$ cat src/rtl/pc_block_reg.sv
// Program counter register for the multi-cycle datapath: holds the fetch PC,
// remembers the PC before the last load, and exposes PC+4 and an alignment flag.
module pc_block_reg #(
    parameter int unsigned     WIDTH      = 32,
    parameter logic [WIDTH-1:0] RESET_ADDR = '0
) (
    input  logic             clk,
    input  logic             rst,
    input  logic             PC_Update,
    input  logic [WIDTH-1:0] next_addr,
    output logic [WIDTH-1:0] curr_addr,
    output logic [WIDTH-1:0] prev_addr,
    output logic [WIDTH-1:0] pc_plus4,
    output logic             misaligned
);

    logic [WIDTH-1:0] curr_q, curr_d;
    logic [WIDTH-1:0] prev_q, prev_d;

    // next_addr only reaches the registers through the enabled path, so an
    // unknown value on it is harmless while PC_Update is low.
    always_comb begin
        curr_d = curr_q;
        prev_d = prev_q;
        if (PC_Update) begin
            prev_d = curr_q;
            curr_d = next_addr;
        end
    end

    always_ff @(posedge clk) begin
        if (rst) begin
            curr_q <= RESET_ADDR;
            prev_q <= RESET_ADDR;
        end else begin
            curr_q <= curr_d;
            prev_q <= prev_d;
        end
    end

    assign curr_addr  = curr_q;
    assign prev_addr  = prev_q;
    assign pc_plus4   = curr_q + WIDTH'(4);
    assign misaligned = (curr_q[1:0] != 2'b00);

endmodule

$ cat config.mk
export PLATFORM = sky130hd
export DESIGN_NAME = pc_block_reg
export DESIGN_NICKNAME = d
export VERILOG_FILES = /design/src/rtl/pc_block_reg.sv
export SDC_FILE = /design/constraint.sdc
export NUM_CORES = 1
export LEC_CHECK = 0
export ABC_AREA = 1
export CELL_PAD_IN_SITES_DETAIL_PLACEMENT = 0
export CELL_PAD_IN_SITES_GLOBAL_PLACEMENT = 1
export CORE_UTILIZATION = 28
export CTS_BUF_LIST = sky130_fd_sc_hd__clkbuf_16
export CTS_CLUSTER_SIZE = 14
export DETAILED_ROUTE_END_ITERATION = 6
export GPL_ROUTABILITY_DRIVEN = 0
export GPL_TIMING_DRIVEN = 0
export PLACE_DENSITY_LB_ADDON = 0.1
export SLEW_MARGIN = 20
export SYNTH_ARGS = -nofsm -noshare
export SYNTH_HDL_FRONTEND = slang
export SYNTH_SLANG_ARGS = --single-unit
$ cat constraint.sdc
create_clock -name clk -period 1.93 [get_ports clk]
set_input_delay 0.4825 -clock clk [delete_from_list [all_inputs] [get_ports clk]]
set_output_delay 0.4825 -clock clk [all_outputs]
set_load 0.05 [all_outputs]
==> qor.yml, run 1 <==
outcome:
  status: "finished with violations"
  violations: "setup timing"
yosys:
  yosysWarnings: 0
  yosysUniqueCellTypes: 22
  yosysSeqAreaShare_pct: 42.60
  synth.cell_area_um2: 3008
  syn_inst: 438
  avgSynthCellArea_um2: 6.867
  synth_nets: 474
  ys_ff_latch: 64
  yosys-top-cells-area: "dfxtp_1 43%, nand2_1 23%, a21oi_1 8.3%"
  synth_top_cell_by_area: "dfxtp_1"
  yosys.area.top_type_share_pct: 42.60
cts:
  clk_pin_slew_ns: 0.05
  cts_tree: "yes"
  clock_sinks: 64
  clock_latency_ns: 0.33
  htreeDepth: 3
  cts_max_path_buffers: 2
  cts_root_buf: "clkbuf_16"
  numCtsBuffers: 9
global_routing:
  track_usage_pct: 20.39
  grt_overflow: 0
  antenna_found_initial: 0
  grt_pass1_wl_mm: 17.52
  grt_pass1_vias: 3366
  grt_max_degree: 11
worst_setup_path:
  cp_top_family: "simple AND/OR/NAND/NOR gates"
  worstSetupStartpoint: "curr_addr[2]"
  cpPeakStageDelay_ns: 0.38
  cp.arrival_ns: 1.76
  start_kind: "flip-flop"
  crit_chain: "clkinvlp_4, nor2_4, nand2_4, nor2_4, buf_12, xor2_4, buf_6"
  cpMaxStageDelayCell: "dfxtp_4"
  path_buf_inv: 3
  r2r_start: "curr_addr[2]"
  crit_path_frequent_cell: "nor2_4"
  crit_required_ns: 1.45
  critPathCaptureType: "primary output"
  crit_fanout: 5
  path_class: "flip-flop to primary output"
cells_and_area:
  fin_util_pct: 55.82
  diodes: 0
  layout_commonest_cell: "nand2_1"
  finish.instance_area_um2: 5788
  fin_nets: 656
  drive_gt1_share_pct: 33.44
  final_cell_mix: "144 x nand2_1, 65 x dlygate4sd2_1, 50 x a21oi_1, 39 x dfxtp_1"
  syn_to_final_growth_pct: 92.43
timing:
  setup_viol: 27
  slew_headroom_pct: 56.96
  final_hold_viol_count: 0
  fin_crit_sh_pct: 116.1
  maxSlewViolCount: 0
  timing.hold.ws_ns: 0.4599
  worst_pin_slew_ns: 0.6457
  min_period_ns: 2.240
  timing.final.ws_setup_ns: -0.3102
  finalClockSkew_ns: 0.008112
  max_freq_ghz: 0.4464
  grt_setup_unrepaired: "true"
power_and_ir_drop:
  p_per_area_nw_per_um2: 688.3
  irDropWorstVdd_uv: 491.6
  p_leak_uw: 0.002507
placed_design:
  hpwl_mm: 8.139
  dp_slack_ns: -0.9386
  dpl-instance-area_um2: 4872
  port_buffers: 130
detailed_routing:
  totalWireLength_mm: 11.19
  routedWlPerCell_um: 14.71
  remaining_drc_errors: 0
  via_count: 3465
  first_pass_iters: 5
  vias_per_cell: 4.553
  drt_iter0_drc: 59
  drtAntennaViolNets: 0
floorplan:
  core_um2: 10370
  die-area_um2: 11160
  io_pins: 132
  dieWidth_um: 105.6
  fp-row-count: 37
  die_h_um: 105.6
  initial_core_util_pct: 29.01
min_path:
  min_from: "prev_addr[1]"
  hold_class: "flip-flop to flip-flop"
run:
  drv_cap: 0
-- sequential cells by signal (all words and copies together) (netlist names) --
| name | count |
|---|---|
| prev_addr | 32 |
| curr_addr | 32 |
-- area by class of cell --
class,count,area (um^2)
Clock inverter,7,55.05
Buffer,22,98.84
Fill cell,1011,4582
Tap cell,136,170.2
Timing Repair Buffer,171,1683
Multi-Input combinational cell,336,2130
Clock buffer,9,225.2
Inverter,16,63.81
Sequential cell,64,1363
-- Yosys cell counts --
master	n
buf_4	2
xor2_1	11
nand3b_1	8
or2_2	1
and2_1	3
dfxtp_1	64
inv_1	15
nand2_4	1
buf_2	7
nor2_2	4
a211oi_1	14
a21oi_1	50
clkbuf_1	11
nand3_1	6
inv_2	1
nor2_1	45
nor2_4	5
nand2_1	181
nand2_2	2
ha_1	1
buf_1	2
xnor2_1	4
-- report_power, final --
part	internal [uW]	switching, uW
sequential	1380	85.2
combinational	345	619
clock	976	579
total	2700	1280
-- worst min-delay path, delay by kind of cell (launching register included) --
kind | cells | cell delay (ns)
AOI/OAI and AO/OA | 1 | 0.05
DFF | 1 | 0.30
and+or+nand+nor | 1 | 0.06
-- per-layer routing --
metal	GRT usage [%]	share of wire, %	vias up
met5	0	0	-
met4	5.655	0.47	0
met3	4.576	4.6	4
met2	34.78	50	82
met1	25.69	45	1626
li1	-	-	1753
-- worst paths after layout --
path,end,cells past startpoint,slack (ns)
max reg2reg,curr_addr[2],4,0.84
min,prev_addr[1],2,0.46
min reg2reg,prev_addr[1],2,0.46
max,pc_plus4[17],7,-0.31
-- metrics by stage --
step,power [uW],std cells,TNS (ns)
global route,4139,761,-8.408
floorplan,2073,438,-3.811
detailed placement,2425,704,-18.81
global placement,2421,704,-18.96
finish,3984,761,-6.098
CTS,3988,737,-6.957
-- cells by family after synthesis --
family                     synth area share, %
AOI/OAI and AO/OA                        11.81
xor gates and xnor gates                 4.368
adders and majority gates               0.4159
buffers and inverters                    5.282
DFF                                      42.60
and+or+nand+nor                          35.52
-- timing repair --
action                     4_1_cts  5_1_grt
resized for setup              329       45
setup endpoints to repair       97       31
pin swaps                       33       25
hold buffers                     0        0
buffers inserted                17       24
Note: power is estimated with default switching activity, not from simulation.
==> inputs of run 2 (changes only) <==
CORE_UTILIZATION = 26   (was 28)
CTS_CLUSTER_SIZE = 40   (was 14)
clock period = 2 ns   (was 1.93 ns; I/O delays follow)
==> run 2 against run 1 <==
  * The run still ends with setup timing left
  * Critical path type unchanged
  * Sequential cell count unchanged
  * Register-to-register slack gained 0.16 ns
  * Sequential power fell by 3%
  * Highest routed layer unchanged
  * Non-clock buffer count is 1 higher
==> qor.yml, run 2 (same netlist as run 1, synthesis figures left out) <==
global_routing:
  grt_pass1_vias: 3366
  gr-usage-met1_pct: 24.07
  grt_pass1_wl_mm: 17.37
  use_met3_pct: 4.149
  grt_max_degree: 11
  grt.met2_usage_pct: 33.38
  antenna_found_initial: 0
  grt_overflow: 0
  track_usage_pct: 19.66
  top_usage_layer: "met2"
worst_setup_path:
  r2r_slack_ns: 1.00
  path_class: "flip-flop to primary output"
  start_kind: "flip-flop"
  worstRegToRegCells: 3
  cp.arrival_ns: 1.73
  cpPeakStageDelay_ns: 0.38
  crit_chain: "clkinvlp_4, nor2_4, nand2_4, nor2_4, nand3b_1, nand2_4, buf_8"
  crit_fanout: 5
  critPathCaptureType: "primary output"
  cpMaxStageDelayCell: "dfxtp_4"
  r2r-end: "curr_addr[2]"
  r2r_start: "curr_addr[2]"
  crit_required_ns: 1.50
timing:
  timing.hold.ws_ns: 0.4582
  setup_viol: 26
  worst_pin_slew_ns: 0.6868
  final_hold_viol_count: 0
  finalClockSkew_ns: 0.003052
  max_freq_ghz: 0.4475
  timing.final.ws_setup_ns: -0.2346
  grt_setup_unrepaired: "true"
  min_period_ns: 2.235
  maxSlewViolCount: 0
  slew_headroom_pct: 54.21
  fin_crit_sh_pct: 111.7
cts:
  clk_pin_slew_ns: 0.05
  cts_root_buf: "clkbuf_16"
  cts_tree: "yes"
  cts_hold_buf: 0
  numCtsBuffers: 9
  clock_latency_ns: 0.33
  htreeDepth: 3
  cts_max_path_buffers: 2
  clock_sinks: 64
detailed_routing:
  drtAntennaViolNets: 0
  via_count: 3481
  remaining_drc_errors: 0
  vias_per_cell: 4.544
  first_pass_iters: 5
  routedWlPerCell_um: 15.13
  drt_iter0_drc: 105
  totalWireLength_mm: 11.59
floorplan:
  initial_core_util_pct: 27.15
  fp-row-count: 38
  die-area_um2: 12000
  dieWidth_um: 109.6
  io_pins: 132
  core_um2: 11080
  die_h_um: 109.6
cells_and_area:
  diodes: 0
  fin_util_pct: 52.83
  layout_commonest_cell: "nand2_1"
  syn_to_final_growth_pct: 94.59
  fin_nets: 657
  final_cell_mix: "147 x nand2_1, 50 x a21oi_1, 44 x clkdlybuf4s50_1"
  nFillCells: 1108
  drive_gt1_share_pct: 32.59
min_path:
  min_from: "prev_addr[16]"
  hold_end: "prev_addr[16]"
  hold_class: "flip-flop to flip-flop"
  hold_depth: 2
run:
  drv_cap: 0
power_and_ir_drop:
  p_per_area_nw_per_um2: 680.9
  p_leak_uw: 0.002714
  finalPower_uw: 3985
  irDropWorstVdd_uv: 321.5
placed_design:
  hpwl_mm: 8.353
  dp_slack_ns: -0.8501
  port_buffers: 130
outcome:
  status: "finished with violations"
  violations: "setup timing"
## run 2: changes by cell type in the layout (fill, tap and decap cells not counted), moves of 3 or more
cell	change
clkdlybuf4s50_1	+11
buf_12	-3
nand2_1	+3
clkbuf_2	-3
dfxtp_2	-3
dlymetal6s2s_1	+20
dlygate4sd2_1	-27
dfxtp_4	+4
buf_4	+5
nand2_4	-3
## run 2: worst max-delay path, delay by kind of cell (launching register included)
kind / cells / cell delay (ns)
flip-flops: 1 / 0.38
AND/OR/NAND/NOR: 5 / 0.77
buffers and inverters: 2 / 0.25
## run 2: metal layers
layer	wire length, um	share of wire (%)	vias to the layer above
met5	0	0	-
met3	579	5.0	12
met2	5803	50	95
li1	-	-	1749
met1	5070	44	1625
met4	137	1.2	0
## run 2: worst max-delay path by stage
stage / start / endpoint / slack (ns)
floorplan: curr_addr[2] / pc_plus4[11] / -0.17
global placement: curr_addr[3] / pc_plus4[30] / -0.84
detailed placement: curr_addr[3] / pc_plus4[22] / -0.85
CTS: curr_addr[2] / pc_plus4[22] / -0.28
global route: curr_addr[4] / pc_plus4[21] / -0.35
finish: curr_addr[2] / pc_plus4[25] / -0.23
## run 2: power breakdown
group / internal [uW] / switching, uW
clock network: 1070 / 568
registers: 1330 / 82.1
logic: 342 / 596
total: 2740 / 1250
## run 2: area by class of cell
class / instances / area (um^2) / share of cell area, %
clock inverters: 7 / 78.83 / 1.347
repair buffers: 172 / 1750 / 29.91
inverters: 16 / 63.81 / 1.090
well taps: 140 / 175.2 / 2.993
flip-flops and latches: 64 / 1374 / 23.47
clock buffers: 9 / 225.2 / 3.848
plain buffers: 22 / 98.84 / 1.689
multi-input cells: 336 / 2087 / 35.66
## run 2: what timing repair did
action	4_1_cts	5_1_grt
pin swaps	28	30
setup endpoints to repair	66	45
resized for setup	291	68
buffers inserted	17	27
gates cloned	0	0
## run 2: stage by stage
stage               setup TNS [ns]  area, um^2  std cells
finish                      -4.344        5853        766
global route                -6.355        5853        766
CTS                         -4.875        5449        740
detailed placement          -16.81        4855        708
global placement            -16.79        4855        708
floorplan                   -2.145        3378        438
